===== src/rtl/ads5404_pattern_tx.sv =====
// ads5404_pattern_tx
// Pattern generator that stands in for an ADS5404 converter. Each clock it
// produces two samples per channel (A and B), the per-sample overrange flags
// and the sync markers. These use the same user-side format as the capture path.
//
// Ports:
//   clk, nrst        generator clock, asynchronous active-low reset
//   enable           1 = generate a word this cycle, 0 = bubble and freeze state
//   mode             0 ramp, 1 constant, 2 checkerboard, 3 PRBS15
//   const_a/const_b  constant samples used in mode 1
//   ovr_thresh       unsigned overrange threshold (sample >= thresh sets flag)
//   sync_in          realign request, rising-edge sensitive
//   valid            output word is a generated word
//   da_0/da_1        channel A even/odd sample
//   db_0/db_1        channel B even/odd sample
//   ovra_*/ovrb_*    per-sample overrange flags
//   syncout_0/1      sync marker on even/odd sample (odd is reserved, always 0)
//
// All data and flags go through a SYNC_LATENCY-deep register pipeline. As a
// result, every output comes straight from a flop.
module ads5404_pattern_tx #(
  parameter int NBITS        = 12,
  parameter int SYNC_PERIOD  = 1024,
  parameter int SYNC_LATENCY = 4
) (
  input  logic             clk,
  input  logic             nrst,
  input  logic             enable,
  input  logic [1:0]       mode,
  input  logic [NBITS-1:0] const_a,
  input  logic [NBITS-1:0] const_b,
  input  logic [NBITS-1:0] ovr_thresh,
  input  logic             sync_in,
  output logic             valid,
  output logic [NBITS-1:0] da_0,
  output logic [NBITS-1:0] da_1,
  output logic [NBITS-1:0] db_0,
  output logic [NBITS-1:0] db_1,
  output logic             ovra_0,
  output logic             ovra_1,
  output logic             ovrb_0,
  output logic             ovrb_1,
  output logic             syncout_0,
  output logic             syncout_1
);

  localparam logic [14:0] LFSR_SEED   = 15'h7FFF;
  localparam bit          PERIOD_EN   = (SYNC_PERIOD > 0);
  localparam logic [31:0] PERIOD_LAST = PERIOD_EN ? 32'(SYNC_PERIOD - 1) : 32'd0;

  // One output word as it travels down the pipeline.
  typedef struct packed {
    logic             vld;
    logic [NBITS-1:0] a0;
    logic [NBITS-1:0] a1;
    logic [NBITS-1:0] b0;
    logic [NBITS-1:0] b1;
    logic             oa0;
    logic             oa1;
    logic             ob0;
    logic             ob1;
    logic             s0;
  } word_t;

  // The even checkerboard sample has bit 0 set, so the pattern is ...0101 (0x555 at 12 bits).
  function automatic logic [NBITS-1:0] chk_pattern();
    logic [NBITS-1:0] p;
    p = '0;
    for (int i = 0; i < NBITS; i++) begin
      p[i] = ((i % 2) == 0);
    end
    return p;
  endfunction

  localparam logic [NBITS-1:0] CHK_EVEN = chk_pattern();

  // x^15 + x^14 + 1: shift left and feed bit14 ^ bit13 into bit 0.
  function automatic logic [14:0] lfsr_step(input logic [14:0] s);
    return {s[13:0], s[14] ^ s[13]};
  endfunction

  function automatic logic [NBITS-1:0] bit_rev(input logic [NBITS-1:0] x);
    logic [NBITS-1:0] r;
    r = '0;
    for (int i = 0; i < NBITS; i++) begin
      r[i] = x[NBITS-1-i];
    end
    return r;
  endfunction

  logic [NBITS-1:0] cnt_q, cnt_d;
  logic [14:0]      lfsr_q, lfsr_d;
  logic [31:0]      period_q, period_d;
  logic             sync_prev_q;
  word_t            pipe_q [SYNC_LATENCY];

  logic             edge_s;
  logic             realign_s;
  logic             periodic_s;
  logic [NBITS-1:0] base_cnt_s;
  logic [14:0]      base_lfsr_s;
  logic [14:0]      lfsr1_s;
  logic [14:0]      lfsr2_s;
  word_t            gen_d;

  // Next-state generator: build the word for this cycle and advance the active pattern.
  always_comb begin
    edge_s      = sync_in & ~sync_prev_q;
    realign_s   = edge_s & enable;
    // A realigning edge restarts both the ramp and the LFSR, whatever the mode.
    base_cnt_s  = realign_s ? '0 : cnt_q;
    base_lfsr_s = realign_s ? LFSR_SEED : lfsr_q;
    lfsr1_s     = lfsr_step(base_lfsr_s);
    lfsr2_s     = lfsr_step(lfsr1_s);
    periodic_s  = PERIOD_EN && (period_q == PERIOD_LAST);
    cnt_d       = cnt_q;
    lfsr_d      = lfsr_q;
    period_d    = period_q;
    gen_d       = '0;
    if (enable) begin
      cnt_d  = base_cnt_s;
      lfsr_d = base_lfsr_s;
      case (mode)
        2'd0: begin
          gen_d.a0 = base_cnt_s;
          gen_d.a1 = base_cnt_s + NBITS'(1);
          gen_d.b0 = ~base_cnt_s;
          gen_d.b1 = ~(base_cnt_s + NBITS'(1));
          cnt_d    = base_cnt_s + NBITS'(2);
        end
        2'd1: begin
          gen_d.a0 = const_a;
          gen_d.a1 = const_a;
          gen_d.b0 = const_b;
          gen_d.b1 = const_b;
        end
        2'd2: begin
          gen_d.a0 = CHK_EVEN;
          gen_d.a1 = ~CHK_EVEN;
          gen_d.b0 = ~CHK_EVEN;
          gen_d.b1 = CHK_EVEN;
        end
        2'd3: begin
          gen_d.a0 = lfsr1_s[NBITS-1:0];
          gen_d.a1 = lfsr2_s[NBITS-1:0];
          gen_d.b0 = bit_rev(lfsr1_s[NBITS-1:0]);
          gen_d.b1 = bit_rev(lfsr2_s[NBITS-1:0]);
          lfsr_d   = lfsr2_s;
        end
        default: begin
          gen_d.a0 = '0;
          gen_d.a1 = '0;
          gen_d.b0 = '0;
          gen_d.b1 = '0;
        end
      endcase
      gen_d.vld = 1'b1;
      gen_d.oa0 = (gen_d.a0 >= ovr_thresh);
      gen_d.oa1 = (gen_d.a1 >= ovr_thresh);
      gen_d.ob0 = (gen_d.b0 >= ovr_thresh);
      gen_d.ob1 = (gen_d.b1 >= ovr_thresh);
      // A realign that coincides with a periodic pulse still gives only one marker.
      gen_d.s0  = realign_s | periodic_s;
      period_d  = (realign_s | periodic_s) ? 32'd0 : period_q + 32'd1;
    end else begin
      gen_d = '0;
    end
  end

  // Generator state, sync_in history and the output pipeline.
  always_ff @(posedge clk or negedge nrst) begin
    if (!nrst) begin
      cnt_q       <= '0;
      lfsr_q      <= LFSR_SEED;
      period_q    <= 32'd0;
      sync_prev_q <= 1'b0;
      for (int i = 0; i < SYNC_LATENCY; i++) begin
        pipe_q[i] <= '0;
      end
    end else begin
      cnt_q       <= cnt_d;
      lfsr_q      <= lfsr_d;
      period_q    <= period_d;
      sync_prev_q <= sync_in;
      pipe_q[0]   <= gen_d;
      for (int i = 1; i < SYNC_LATENCY; i++) begin
        pipe_q[i] <= pipe_q[i-1];
      end
    end
  end

  assign valid     = pipe_q[SYNC_LATENCY-1].vld;
  assign da_0      = pipe_q[SYNC_LATENCY-1].a0;
  assign da_1      = pipe_q[SYNC_LATENCY-1].a1;
  assign db_0      = pipe_q[SYNC_LATENCY-1].b0;
  assign db_1      = pipe_q[SYNC_LATENCY-1].b1;
  assign ovra_0    = pipe_q[SYNC_LATENCY-1].oa0;
  assign ovra_1    = pipe_q[SYNC_LATENCY-1].oa1;
  assign ovrb_0    = pipe_q[SYNC_LATENCY-1].ob0;
  assign ovrb_1    = pipe_q[SYNC_LATENCY-1].ob1;
  assign syncout_0 = pipe_q[SYNC_LATENCY-1].s0;
  assign syncout_1 = 1'b0;

endmodule


===== config.mk =====
export PLATFORM = sky130hd
export DESIGN_NAME = ads5404_pattern_tx
export DESIGN_NICKNAME = d
export VERILOG_FILES = /design/src/rtl/ads5404_pattern_tx.sv
export SDC_FILE = /design/constraint.sdc
export NUM_CORES = 1
export LEC_CHECK = 0
export ABC_AREA = 1
export BUFFER_PORTS_ARGS = -buffer_cell sky130_fd_sc_hd__buf_2
export CORE_ASPECT_RATIO = 0.7
export CORE_MARGIN = 4
export CORE_UTILIZATION = 64
export CTS_CLUSTER_DIAMETER = 30
export DETAILED_ROUTE_END_ITERATION = 10
export GPL_TIMING_DRIVEN = 1
export MAX_ROUTING_LAYER = met4
export PLACE_DENSITY = 0.85
export SYNTH_ARGS = -nofsm -noshare
export SYNTH_HDL_FRONTEND = slang
export SYNTH_SLANG_ARGS = --single-unit

===== constraint.sdc =====
create_clock -name clk -period 7.65 [get_ports clk]
set_clock_uncertainty 0.1 [all_clocks]
set_input_delay 0.765 -clock clk [delete_from_list [all_inputs] [get_ports clk]]
set_output_delay 0.765 -clock clk [all_outputs]
set_load 0.02 [all_outputs]

==> flow_metrics.env <==
export IMPL_dp_hpwl_microns=20300
export IMPL_finish_net_count=1320
export IMPL_worst_setup_path_start_kind="flop"
export IMPL_cap_violations=0
export IMPL_ctsHoldBuffers=0
export IMPL_cell_breakdown_of_the_critical_path="nor2_8, o21ai_0, nand3_1, ha_1, a21oi_1, nor2_1, a211oi_1, nand3_1, o21ai_0, inv_1"
export IMPL_fp_row_count=41
export IMPL_routed_wl_microns=32500
export IMPL_horizontal_die_dimension_microns=169
export IMPL_vias_per_cell=6.00
export IMPL_pre_repair_dr_iteration_count=6
export IMPL_ios=97
export IMPL_die_area_sq_mm=0.0205
export IMPL_grt_setup_unrepaired="no"
export IMPL_run_status="completed"
export IMPL_synth_enable_flop_cells=0
export IMPL_setup_slack_after_placement_ps=3910
export IMPL_grt_pass1_wl_microns=49900
export IMPL_place_congestion=0.989
export IMPL_worst_setup_path_startpoint="sync_prev_q"
export IMPL_layout_cells_most_common="sky130_fd_sc_hd__dfrtp_1"
export IMPL_slew_at_the_pin_closest_to_its_max_slew_limit_ps=1020
export IMPL_yosysTopAreaCellShare=0.559
export IMPL_route_detailed_drc=0
export IMPL_cts_repair_timing_setup_buffer_count=0
export IMPL_report_final_hold_viol_count=0
export IMPL_worst_path_dominant_cell_family="compound AO/OA/AOI/OAI gates"
export IMPL_hp_class="in -> async"
export IMPL_dpl_cell_count=1422
export IMPL_fmaxAchievable_mhz=282
export IMPL_number_of_synthesized_register_bits=276
export IMPL_area_growth_syn_to_layout_pct=14.1
export IMPL_beginning_of_the_worst_register_to_register_path="sync_prev_q"
export IMPL_numCtsBuffers=39
export IMPL_post_route_period_util=0.464
export IMPL_cp_end_kind="flop"
export IMPL_grt_util_all_layers=0.330
export IMPL_power_per_cell_area_mw_per_mm2=292
export IMPL_die_height_microns=121
export IMPL_critPathArrivalTime_ps=3860
export IMPL_critPathBufInv=1
export IMPL_worstSkewPairLatency_ps=530
export IMPL_whs_ps=203
export IMPL_synth_top_flop_cell="sky130_fd_sc_hd__dfrtp_1"
export IMPL_avgSynthCellArea_sq_um=10.0
export IMPL_path_clk_slew_ps=60
export IMPL_synthesis_nets=1256
export IMPL_timing_critical_path_fanout_max=27
export IMPL_relSlewSlack=0.315
export IMPL_async_reset_ff_frac=1.00
export IMPL_number_of_antenna_violations_at_the_first_check_in_global_routing=0
export IMPL_initial_drt_markers=1466
export IMPL_drive_gt1_frac=0.167
export IMPL_finish_cell_count_without_fillers=1494
export IMPL_cts_repair_resized=0
export IMPL_synth_top_cells_by_area="sky130_fd_sc_hd__dfrtp_1 (56%), sky130_fd_sc_hd__ha_1 (5.5%), sky130_fd_sc_hd__nand2_1 (5.3%), sky130_fd_sc_hd__inv_1 (4.5%), sky130_fd_sc_hd__nor2_1 (4.1%)"
export IMPL_final_cell_mix="sky130_fd_sc_hd__dfrtp_1 (261), sky130_fd_sc_hd__nand2_1 (165), sky130_fd_sc_hd__inv_1 (141)"
export IMPL_finalWorstPathRequiredPeriod_ps=3550
export IMPL_cpMaxStageDelayCell="sky130_fd_sc_hd__o21ai_0"
export IMPL_fin_setup_tns_ps=0
export IMPL_dr_total_vias=8970
export IMPL_detail_route_wirelength_met1_microns=12700
export IMPL_power_total_uw=3900
export IMPL_timing_critical_path_slowest_cell_delay_ps=710
export IMPL_post_route_worst_setup_slack_ps=4100
export IMPL_total_leakage_power_uw=0.00695
export IMPL_routed_wl_per_cell_microns=21.7
export IMPL_setup_violations_final=0
export IMPL_numClockSinks=276
export IMPL_setup_worst_path_class="reg -> reg"
export IMPL_tritoncts_clock_tree="built"
export IMPL_ctsRootBufferMaster="sky130_fd_sc_hd__clkbuf_16"
export IMPL_grt_start_max_net_pins=142
export IMPL_synth_top_area_cell="sky130_fd_sc_hd__dfrtp_1"
export IMPL_core_region_area_sq_mm=0.0180
export IMPL_cp_data_required_time_ps=7960
export IMPL_slew_violations=0
export IMPL_dr_wl_met3_microns=4160
export IMPL_grt_overflow_total=0
export IMPL_synth_sequential_area_ratio=0.593
export IMPL_clockBufferDepth=3
export IMPL_floorplan_initialDensity=0.650
export IMPL_portBuffers=95
export IMPL_yosysWarningCount=0
export IMPL_drt_antenna_violating_nets=0
export IMPL_clock_tree_htree_level_count=2
export IMPL_synth_cells=1163
export IMPL_first_global_vias=8844
export IMPL_post_synth_num_cell_types=43
export IMPL_wl_met2_microns=14000
export IMPL_synthesis_area_sq_mm=0.0117
export IMPL_topRoutingLayerUsed="met4"
export IMPL_vdd_ir_drop_max_mv=0.250
-- metal layers --
layer,global-route usage,up-vias
met5,-,-
met4,0.140,0
met2,0.476,738
met1,0.445,4211
li1,-,3842
met3,0.0954,179
-- final timing paths --
check,to,slack [ps],cells after the start
min,da_0[2],200,1
max,pipe_q[166],4100,10
max in group asynchronous,da_1[5],5910,2
min in group clk,pipe_q[92],230,0
min reg2reg,pipe_q[92],230,0
max reg2reg,pipe_q[166],4100,10
-- Yosys cell counts, drive strengths merged, types with 15 or more instances --
library cell,number
a31oi,16
a21oi,53
nor3,22
buf,64
dfstp,15
inv,143
ha,51
nor2,143
dfrtp,261
nand2,170
nand3,61
o21ai,69
nand4,23
xor2,15
-- stage by stage --
| stage | cell area, sq um | util |
|---|---|---|
| 6_report | 13300 | 0.742 |
| 3_3_place_gp | 12000 | 0.668 |
| 5_1_grt | 13300 | 0.742 |
| 3_5_place_dp | 12000 | 0.668 |
| 4_1_cts | 13300 | 0.742 |
| 2_1_floorplan | 11700 | - |
-- state kept, by name, indices dropped and copies added, names as in the netlist --
| register | cells |
|---|---|
| pipe_q | 162 |
| period_q | 32 |
| lfsr_q | 15 |
| cnt_q | 12 |
| da_0 | 12 |
| da_1 | 12 |
| db_0 | 12 |
| db_1 | 12 |
| ovra_0 | 1 |
| ovra_1 | 1 |
| ovrb_0 | 1 |
| ovrb_1 | 1 |
| sync_prev_q | 1 |
| syncout_0 | 1 |
| valid | 1 |
-- power by group --
| part | switching (uW) | leakage, uW | total (uW) | internal, uW |
|---|---|---|---|---|
| logic | 293 | 0.00273 | 416 | 123 |
| registers | 63.3 | 0.00358 | 1660 | 1590 |
| clock network | 722 | 0.000638 | 1820 | 1100 |
-- cell type report --
cell class	count	area (sq um)
flip-flops and latches	276	6930
fillers	1150	4630
multi-input cells	668	3700
clock buffers	48	1040
inverters	143	537
repair buffers	99	528
clock inverters	23	295
well taps	236	295
diodes	1	2.50
-- logic make-up (layout without fill, tap and decap cells) --
group | Yosys count | in the layout | synth area share
flip-flops | 276 | 276 | 0.593
AND/OR/NAND/NOR | 440 | 440 | 0.175
XOR/XNOR | 20 | 20 | 0.0150
buffers and inverters | 219 | 313 | 0.0899
AO/OA/AOI/OAI | 156 | 156 | 0.0719
adder cells (fa/ha/maj) | 51 | 51 | 0.0547
other | 1 | 2 | 0.000321
-- worst register-to-register path, stage by stage, from the launching register on --
cell and delay (ps):
sky130_fd_sc_hd__dfrtp_1 480, sky130_fd_sc_hd__nor2_8 140, sky130_fd_sc_hd__o21ai_0 720, sky130_fd_sc_hd__nand3_1 380
sky130_fd_sc_hd__ha_1 440, sky130_fd_sc_hd__a21oi_1 200, sky130_fd_sc_hd__nor2_1 80, sky130_fd_sc_hd__a211oi_1 380
sky130_fd_sc_hd__nand3_1 160, sky130_fd_sc_hd__o21ai_0 280, sky130_fd_sc_hd__inv_1 90
(Power assumes the default switching activity.)
